File: src/rtl/membus_arbiter_n_pkg.sv
// Shared types and helpers for the membus_arbiter_n codebase slice.
// Optional feature macro: MEMBUS_ARB_PRIO0_EN (channel 0 fixed priority).
package membus_arbiter_n_pkg;

  localparam int DEF_NUM_CH          = 32'sd2;
  localparam int DEF_MAX_OUTSTANDING = 32'sd4;
  localparam int DEF_ADDR_W          = 32'sd32;
  localparam int DEF_DATA_W          = 32'sd32;

  // Grant lock state: FREE re-arbitrates every cycle, LOCKED holds a pending grant.
  typedef enum logic [0:0] {
    ARB_FREE   = 1'b0,
    ARB_LOCKED = 1'b1
  } arb_state_e;

  // Width of an index into n entries; never zero so single-entry cases stay legal.
  function automatic int id_width(input int n);
    return (n > 32'sd1) ? $clog2(n) : 32'sd1;
  endfunction

  // Increment with wrap at modulus (modulus need not be a power of two).
  function automatic int wrap_inc(input int val, input int modulus);
    return ((val + 32'sd1) >= modulus) ? 32'sd0 : (val + 32'sd1);
  endfunction

endpackage

File: src/rtl/membus_arbiter_n_id_fifo.sv
// In-order FIFO of channel IDs for accepted-but-unanswered memory requests.
// Push/pop are self-gated against full/empty so callers cannot corrupt state.
module membus_arbiter_n_id_fifo
  import membus_arbiter_n_pkg::*;
#(
  parameter int DEPTH = DEF_MAX_OUTSTANDING,
  parameter int W     = 32'sd1
) (
  input  logic         clk,
  input  logic         reset_n,
  input  logic         push_i,
  input  logic [W-1:0] push_data_i,
  input  logic         pop_i,
  output logic [W-1:0] pop_data_o,
  output logic         full_o,
  output logic         empty_o
);

  localparam int PW = id_width(DEPTH);
  localparam int CW = $clog2(DEPTH + 32'sd1);

  logic [W-1:0]  mem_q [DEPTH];
  logic [PW-1:0] wr_ptr_q;
  logic [PW-1:0] rd_ptr_q;
  logic [CW-1:0] count_q;
  logic          push_s;
  logic          pop_s;

  function automatic logic [PW-1:0] ptr_inc(input logic [PW-1:0] p);
    return (p == PW'(DEPTH - 32'sd1)) ? '0 : (p + PW'(1));
  endfunction

  assign full_o     = (count_q == CW'(DEPTH));
  assign empty_o    = (count_q == '0);
  assign push_s     = push_i && !full_o;
  assign pop_s      = pop_i && !empty_o;
  assign pop_data_o = mem_q[rd_ptr_q];

  // Storage: write the pushed ID at the tail.
  always_ff @(posedge clk or negedge reset_n) begin
    if (!reset_n) begin
      for (int i = 0; i < DEPTH; i++) begin
        mem_q[i] <= '0;
      end
    end else if (push_s) begin
      mem_q[wr_ptr_q] <= push_data_i;
    end
  end

  // Pointers and occupancy; simultaneous push and pop leave the count unchanged.
  always_ff @(posedge clk or negedge reset_n) begin
    if (!reset_n) begin
      wr_ptr_q <= '0;
      rd_ptr_q <= '0;
      count_q  <= '0;
    end else begin
      if (push_s) begin
        wr_ptr_q <= ptr_inc(wr_ptr_q);
      end
      if (pop_s) begin
        rd_ptr_q <= ptr_inc(rd_ptr_q);
      end
      case ({push_s, pop_s})
        2'b10:   count_q <= count_q + CW'(1);
        2'b01:   count_q <= count_q - CW'(1);
        default: count_q <= count_q;
      endcase
    end
  end

endmodule

File: src/rtl/membus_arbiter_n.sv
// N-channel round-robin arbiter onto one memory bus with in-order response routing.
// Optional feature macro: MEMBUS_ARB_PRIO0_EN -- channel 0 wins whenever valid and
// unlocked; round-robin then rotates over channels 1..NUM_CH-1 only.
module membus_arbiter_n
  import membus_arbiter_n_pkg::*;
#(
  parameter int NUM_CH          = DEF_NUM_CH,
  parameter int MAX_OUTSTANDING = DEF_MAX_OUTSTANDING,
  parameter int ADDR_W          = DEF_ADDR_W,
  parameter int DATA_W          = DEF_DATA_W
) (
  input  logic                     clk,
  input  logic                     reset_n,
  input  logic [NUM_CH-1:0]        ch_req_valid,
  output logic [NUM_CH-1:0]        ch_req_ready,
  input  logic [NUM_CH*ADDR_W-1:0] ch_req_addr,
  input  logic [NUM_CH-1:0]        ch_req_wen,
  input  logic [NUM_CH*DATA_W-1:0] ch_req_wdata,
  output logic [NUM_CH-1:0]        ch_resp_valid,
  output logic                     ch_resp_error,
  output logic [ADDR_W-1:0]        ch_resp_addr,
  output logic [DATA_W-1:0]        ch_resp_rdata,
  output logic                     mem_req_valid,
  input  logic                     mem_req_ready,
  output logic [ADDR_W-1:0]        mem_req_addr,
  output logic                     mem_req_wen,
  output logic [DATA_W-1:0]        mem_req_wdata,
  input  logic                     mem_resp_valid,
  input  logic                     mem_resp_error,
  input  logic [ADDR_W-1:0]        mem_resp_addr,
  input  logic [DATA_W-1:0]        mem_resp_rdata,
  output logic                     orphan_resp
);

  localparam int CH_W = id_width(NUM_CH);
  typedef logic [CH_W-1:0] ch_id_t;

  arb_state_e state_q;
  ch_id_t     lock_id_q;
  ch_id_t     rr_q;
  logic       orphan_q;

  ch_id_t     rr_pick_s;
  ch_id_t     grant_s;
  ch_id_t     head_s;
  logic       accept_s;
  logic       pop_s;
  logic       fifo_full_s;
  logic       fifo_empty_s;

  // Round-robin pick: first valid channel at or after the pointer, wrapping.
  always_comb begin
    int     idx_v;
    logic   found_v;
    ch_id_t cand_v;
    rr_pick_s = '0;
    found_v   = 1'b0;
    idx_v     = 32'sd0;
    cand_v    = '0;
`ifdef MEMBUS_ARB_PRIO0_EN
    for (int k = 0; k < NUM_CH - 1; k++) begin
      idx_v = ((rr_q == '0) ? 32'sd1 : int'(rr_q)) + k;
      if (idx_v >= NUM_CH) begin
        idx_v = idx_v - (NUM_CH - 32'sd1);
      end else begin
        idx_v = idx_v;
      end
      cand_v = ch_id_t'(idx_v);
      if (!found_v && ch_req_valid[cand_v]) begin
        found_v   = 1'b1;
        rr_pick_s = cand_v;
      end else begin
        found_v   = found_v;
      end
    end
    if (ch_req_valid[0]) begin
      rr_pick_s = '0;
    end else begin
      rr_pick_s = rr_pick_s;
    end
`else
    for (int k = 0; k < NUM_CH; k++) begin
      idx_v = int'(rr_q) + k;
      if (idx_v >= NUM_CH) begin
        idx_v = idx_v - NUM_CH;
      end else begin
        idx_v = idx_v;
      end
      cand_v = ch_id_t'(idx_v);
      if (!found_v && ch_req_valid[cand_v]) begin
        found_v   = 1'b1;
        rr_pick_s = cand_v;
      end else begin
        found_v   = found_v;
      end
    end
`endif
  end

  // A pending downstream request keeps its grant; otherwise take the fresh pick.
  assign grant_s       = (state_q == ARB_LOCKED) ? lock_id_q : rr_pick_s;
  assign mem_req_valid = (|ch_req_valid) && !fifo_full_s;
  assign accept_s      = mem_req_valid && mem_req_ready;
  assign pop_s         = mem_resp_valid && !fifo_empty_s;
  assign orphan_resp   = orphan_q;

  // Downstream request mux (zeroed when idle) and shared response pass-through.
  always_comb begin
    if (mem_req_valid) begin
      mem_req_addr  = ch_req_addr[grant_s*ADDR_W +: ADDR_W];
      mem_req_wen   = ch_req_wen[grant_s];
      mem_req_wdata = ch_req_wdata[grant_s*DATA_W +: DATA_W];
    end else begin
      mem_req_addr  = '0;
      mem_req_wen   = 1'b0;
      mem_req_wdata = '0;
    end
    if (pop_s) begin
      ch_resp_error = mem_resp_error;
      ch_resp_addr  = mem_resp_addr;
      ch_resp_rdata = mem_resp_rdata;
    end else begin
      ch_resp_error = 1'b0;
      ch_resp_addr  = '0;
      ch_resp_rdata = '0;
    end
  end

  // One-hot accept strobe to the granted channel and response strobe to the FIFO head.
  always_comb begin
    ch_req_ready  = '0;
    ch_resp_valid = '0;
    if (accept_s) begin
      ch_req_ready[grant_s] = 1'b1;
    end else begin
      ch_req_ready = '0;
    end
    if (pop_s) begin
      ch_resp_valid[head_s] = 1'b1;
    end else begin
      ch_resp_valid = '0;
    end
  end

  // Lock FSM, round-robin pointer and sticky orphan flag.
  always_ff @(posedge clk or negedge reset_n) begin
    if (!reset_n) begin
      state_q   <= ARB_FREE;
      lock_id_q <= '0;
      rr_q      <= '0;
      orphan_q  <= 1'b0;
    end else begin
      case (state_q)
        ARB_FREE: begin
          if (mem_req_valid && !mem_req_ready) begin
            state_q   <= ARB_LOCKED;
            lock_id_q <= grant_s;
          end
        end
        ARB_LOCKED: begin
          if (accept_s) begin
            state_q <= ARB_FREE;
          end
        end
        default: state_q <= ARB_FREE;
      endcase
      if (accept_s) begin
        rr_q <= ch_id_t'(wrap_inc(int'(grant_s), NUM_CH));
      end
      if (mem_resp_valid && fifo_empty_s) begin
        orphan_q <= 1'b1;
      end
    end
  end

  membus_arbiter_n_id_fifo #(
    .DEPTH (MAX_OUTSTANDING),
    .W     (CH_W)
  ) u_id_fifo (
    .clk         (clk),
    .reset_n     (reset_n),
    .push_i      (accept_s),
    .push_data_i (grant_s),
    .pop_i       (pop_s),
    .pop_data_o  (head_s),
    .full_o      (fifo_full_s),
    .empty_o     (fifo_empty_s)
  );

endmodule

File: config.mk
export PLATFORM = sky130hd
export DESIGN_NAME = membus_arbiter_n
export DESIGN_NICKNAME = d
export VERILOG_FILES = /design/src/rtl/membus_arbiter_n_pkg.sv /design/src/rtl/membus_arbiter_n_id_fifo.sv /design/src/rtl/membus_arbiter_n.sv
export SDC_FILE = /design/constraint.sdc
export NUM_CORES = 1
export LEC_CHECK = 0
export CAP_MARGIN = 20
export CORE_AREA = 2 2 131 133
export CTS_CLUSTER_SIZE = 28
export DETAILED_ROUTE_END_ITERATION = 8
export DIE_AREA = 0 0 133 135
export PLACE_DENSITY = 0.67
export REMOVE_ABC_BUFFERS = 1
export SLEW_MARGIN = 20
export SYNTH_ARGS = -nofsm -noshare
export SYNTH_HDL_FRONTEND = slang
export SYNTH_SLANG_ARGS = --single-unit
File: constraint.sdc
create_clock -name clk -period 2 [get_ports clk]
set_input_delay 0.4 -clock clk [delete_from_list [all_inputs] [get_ports clk]]
set_output_delay 0.4 -clock clk [all_outputs]
set_load 0.01 [all_outputs]
# Word-level counts from Yosys, hierarchy flattened
# Index checks and enable logic that the tools add are counted.
# Widths: inputs -> output; s select.
# classes
shift	2
add_sub_neg	8
magnitude_cmp	12
muxes	37
n_reduce_logical	19
n_bitwise	3
n_eq_ne	5
# op_table
operator	n
$mux 32	4
$shiftx 64x7->32	2
$mux 1	22
$logic_and 1x1->1	11
$lt 1x2->1 const B	4
$mux 2	4
$eq 2x2->1 const B	3
$ge 3x3->1 const B	2
$not 2->3	2
$pmux 3 s2	1
$add 1x1->2 const B	2
$add 2x1->2 const B	2
$bwmux 4	1
$ge 2x2->1 const B	2
$logic_not 1->1	4
$add 3x1->3 const B	1
$eq 3x3->1 const B	1
$logic_not 3->1	1
$lt 3x1->1 const B	1
$sub 3x1->3 const B	1
$bmux 1 s2	1
$demux 1 s1	2
$demux 1 s2	1
$eq 2x1->1 const B	1
other kinds (8)	10
# word_totals
regBits	15
in_bits	201

# Depth between registers and ports, before layout
# logic_depth
ltp_word	14
depth_mapped	10
mapped_depth_nobuf	9

# Cells and area by module
# A second synthesis with hierarchy kept.
# hier_totals
hier_cells	368
area_unflattened_um2	2541.2
# modules_own_cells
module	area_each_um2	cells_per_inst	instances	seq_area_each_um2
membus_arbiter_n	1908.1	311	1	100.1
membus_arbiter_n_id_fifo	633.1	57	1	275.3

# Worst setup path before layout
# OpenSTA, ideal clock, no wires.
# synth_path
kind	flip-flop to flip-flop
startpoint	reg u_id_fifo.count_q[0]
endpoint	reg u_id_fifo.count_q[2]
t_arrival_ns	2.109
period_less_slack_ns	2.188
path_slack_ns	-0.188
path_stages_with_launch	11
path_cell_list	dfrtp_1 -> or3b_1 -> and3_1 -> buf_6 -> inv_1 -> ha_1 -> inv_1 -> fa_1 -> xor2_1 -> nor2_1 -> xor2_1
# synth_between
elab_chain_len	7
word_cells_on_any_way	15
# synth_rtl
element	line_no	source
start: declaration	membus_arbiter_n_id_fifo.sv:25	logic [CW-1:0] count_q;
start signal: assignment	membus_arbiter_n_id_fifo.sv:64	2'b10: count_q <= count_q + CW'(1);
start signal: assignment	membus_arbiter_n_id_fifo.sv:65	2'b01: count_q <= count_q - CW'(1);
start signal: assignment	membus_arbiter_n_id_fifo.sv:66	default: count_q <= count_q;
$eq 3x3->1	membus_arbiter_n_id_fifo.sv:33	assign full_o = (count_q == CW'(DEPTH));
$logic_not 1->1	membus_arbiter_n_id_fifo.sv:35, membus_arbiter_n.sv:102	
$logic_and 1x1->1	membus_arbiter_n.sv:102	assign mem_req_valid = (|ch_req_valid) && !fifo_full_s;
$logic_and 1x1->1	membus_arbiter_n.sv:103	assign accept_s = mem_req_valid && mem_req_ready;
$logic_and 1x1->1	membus_arbiter_n_id_fifo.sv:35	assign push_s = push_i && !full_o;
$eq 2x1->1 / $eq 2x2->1 (equally long branches)	membus_arbiter_n_id_fifo.sv:63	case ({push_s, pop_s})
$pmux 3 s2 / $reduce_bool 2->1 (equally long branches)	--	
# Parallel ways exist; a longest one is shown, timed or not.
# A chain may end at the register's enable or synchronous reset.

# Final worst setup path
# layout_path
startpoint	reg u_id_fifo.count_q[1]
endpoint	out mem_req_wdata[0]
# layout_between
elab_chain_len	4
# layout_rtl
element	line_no	source
$eq 3x3->1	membus_arbiter_n_id_fifo.sv:33	
$logic_not 1->1	membus_arbiter_n.sv:102	
$logic_and 1x1->1	membus_arbiter_n.sv:102	
$mux 32	membus_arbiter_n.sv:109	if (mem_req_valid) begin
end: declaration	membus_arbiter_n.sv:27	output logic [DATA_W-1:0] mem_req_wdata,
# Every way passes these cells.

==> impl_metrics.py <==
metrics = {
    "outcome": {
        "status": "complete, but fails checks",
        "violations": "negative setup slack",
    },
    "clock_tree": {
        "cts_root_buf": "clkbuf_16",
        "clk_pin_slew_ns": 0.05,
        "cts.path.max_buffers": 2,
        "cts_tree": "done",
        "cts_buffers": 3,
        "ctsHoldBuffers": 0,
        "worst_skew_pair.late_latency_ns": 0.25,
        "htreeDepth": 1,
        "cts_sinks": 15,
    },
    "sta": {
        "relSlewSlack_pct": 74.9,
        "setup_viol": 131,
        "tightest_slew_ns": 0.375,
        "report.final.slew_viol_count": 0,
        "final_critical_path_setup_slack_ns": -0.261,
        "fin_crit_sh_pct": 113,
        "max_freq_mhz": 442,
        "fin_crit_ns": 2.26,
        "hold_viol": 0,
        "finClkSkew_ns": 0.00168,
        "rsz0062_at_grt": "yes",
        "tns_ns": -14.94,
    },
    "placement": {
        "place_inst": 935,
        "dpl.hpwl_microns": 11900,
        "io_buffers": 336,
        "place.gp.congestion": 0.762,
    },
    "route": {
        "firstDrtPassIters": 4,
        "wl_met3_microns": 1250,
        "wl_met1_microns": 5880,
        "wl_met2_microns": 9330,
        "post-route-drc-count": 0,
        "via_per_inst": 4.46,
        "drtAntennaViolNets": 0,
        "num_vias": 4416,
        "wl_per_cell_microns": 17.1,
        "detail_route.iter0.violations": 113,
        "dr.max_layer_used": "met4",
        "totalWireLength_microns": 16900,
    },
    "synth": {
        "ys_top_cells_by_area": "mux2i_1, nand3_1, and2_1, dfrtp_1, buf_2",
        "yosysTopAreaCell": "mux2i_1",
        "ys_types": 29,
        "synth_top_area_share_pct": 24.2,
        "yosys_warnings": 0,
        "synth_seq_cells": 15,
        "syn_area_sq_um": 2730,
        "postSynthAreaPerCell_sq_um": 7.30,
        "yosysSeqAreaShare_pct": 13.7,
        "syn_inst": 374,
    },
    "layout": {
        "drive_gt1_share_pct": 48.6,
        "syn2layout_area_growth_pct": 186,
        "finalNonFillerCells": 990,
        "fin_util_pct": 47.6,
        "nNetsFinal": 977,
    },
    "hold_path": {
        "min_path_type": "in2async",
    },
    "critical_path": {
        "path_cells": "or3b_4 -> bufbuf_16 -> nand3_1 -> mux2i_1 -> dlygate4sd2_1",
        "rr_startpoint": "u_id_fifo.count_q[1]",
        "end_kind": "output pin",
        "cp.required_ns": 1.60,
        "critPathBufInv": 2,
        "arrival_ns": 1.86,
        "slowest_stage": "or3b_4",
        "cp_max_fo": 17,
        "cp_top_family": "buffers and inverters",
        "critPathLaunchType": "flip-flop",
        "critical_path_class": "reg2out",
        "crit_start": "u_id_fifo.count_q[1]",
        "slowest_delay_ns": 0.47,
    },
    "floorplanning": {
        "core_sq_um": 16400,
        "fp-row-count": 47,
        "fp.dieW_microns": 133,
        "ioPinCount": 337,
        "start_util_pct": 16.6,
        "die_h_microns": 135,
        "die_area_sq_um": 18000,
    },
    "global_route": {
        "grt_pass1_vias": 4288,
        "grtUsageTotal_pct": 15.9,
        "grt_overflow": 0,
        "grt_pass1_wl_microns": 22700,
        "antenna_found_initial": 2,
        "grt_max_degree": 32,
    },
    "power": {
        "total_power_mw": 7.71,
        "p_per_area_nw_per_um2": 987,
        "p_leak_nw": 3.88,
        "ir_drop_v": 0.000467,
    },
    "job": {
        "max_cap_violations": 0,
    },
}
[flip-flops by register name (all words and copies together) (netlist names), named ones only]
signal              cells
u_id_fifo.count_q       3
u_id_fifo.wr_ptr_q      2
rr_q                    1
u_id_fifo.rd_ptr_q      2
lock_id_q               1
u_id_fifo.mem_q         4
orphan_resp             1
[power breakdown]
group	internal (mW)	switching, mW	total [mW]
logic	3.87	2.86	6.73
clock network	0.268	0.129	0.397
registers	0.461	0.117	0.578
total	4.60	3.11	7.71
[cell usage in the layout (no fill, tap or decap), types with 2 or more instances in the layout]
master,synthesis,final
diode_2,0,2
and2_1,68,11
clkdlybuf4s50_1,0,198
and2_4,0,57
mux2i_1,66,65
clkdlybuf4s15_1,0,2
ha_1,6,5
inv_1,7,5
clkbuf_16,0,10
a41oi_1,4,4
xor2_1,2,2
nand3_2,0,60
dlygate4sd2_1,0,5
buf_16,0,5
mux2_2,2,2
buf_4,0,38
buf_8,0,2
clkbuf_2,0,7
dfrtp_1,15,15
buf_12,0,16
nor2b_4,0,2
buf_2,26,64
buf_6,1,88
clkdlybuf4s15_2,0,2
nor2_1,5,5
nand3_1,130,69
a31oi_1,5,5
mux2_4,3,3
[final cells by class]
type / instances / area, sq um
inverter: 7 / 28.8
antenna: 2 / 5.00
clock buffer: 3 / 75.1
multi-input combinational: 307 / 2650
sequential: 15 / 375
timing repair buffer: 435 / 4400
tap: 220 / 275
clock inverter: 1 / 5.00
fill: 1540 / 8600
[cell usage after synthesis, drive strengths merged]
cell    instances
a21o            1
a22oi           1
a31oi           5
a41o            1
a41oi           4
and2           68
and3            1
buf            34
clkbuf         12
dfrtp          15
fa              1
ha              6
inv             7
mux2            5
mux2i          66
mux4            1
nand2b          1
nand3         130
nor2            5
nor2b           3
nor3            1
o21a            1
or2             1
or3b            1
xnor2           1
xor2            2
[timing repair]
| item | in CTS | in global routing |
|---|---|---|
| endpoints found under the setup margin | 137 | 137 |
| pin swaps | 13 | 78 |
| gates resized for setup | 595 | 189 |
| hold endpoints to repair | 0 | 0 |
| setup buffers | 23 | 15 |
| cloned | 9 | 9 |
[worst paths after layout]
check / end / slack [ns] / depth (start not counted)
setup reg to reg: u_id_fifo.count_q[2] / -0.23 / 10
hold / removal: u_id_fifo.mem_q[3] / 0.43 / 1
setup / recovery: mem_req_wdata[0] / -0.26 / 5
max in group asynchronous: u_id_fifo.rd_ptr_q[1] / 1.12 / 2
hold reg to reg: orphan_resp / 0.46 / 1
min in group clk: orphan_resp / 0.46 / 1
[through the flow]
| step | hold WS (ns) | worst slack, ns | cell area (sq um) |
|---|---|---|---|
| after CTS | 0.440 | -0.247 | 6970 |
| final | 0.435 | -0.261 | 7810 |
| after floorplan | 0.104 | -4.42 | 2520 |
| after global placement | 0.445 | -0.756 | 6680 |
| after detailed placement | 0.447 | -0.740 | 6680 |
| after global routing | 0.460 | -0.318 | 7810 |
[layer usage]
layer | track usage [%] | up-vias
met5 | 0 | -
met3 | 3.08 | 26
met2 | 32.6 | 236
met1 | 16.0 | 2039
li1 | - | 2115
met4 | 5.14 | 0
[cell families after synthesis]
logic type | synth area share (%)
adder cells (fa/ha/maj) | 3.48
buffers and inverters | 8.75
XOR/XNOR | 0.962
flip-flops | 13.7
AO/OA/AOI/OAI | 3.62
AND/OR/NAND/NOR | 42.0
multiplexers | 27.5
No activity file was read; power rests on OpenSTA's default activity.
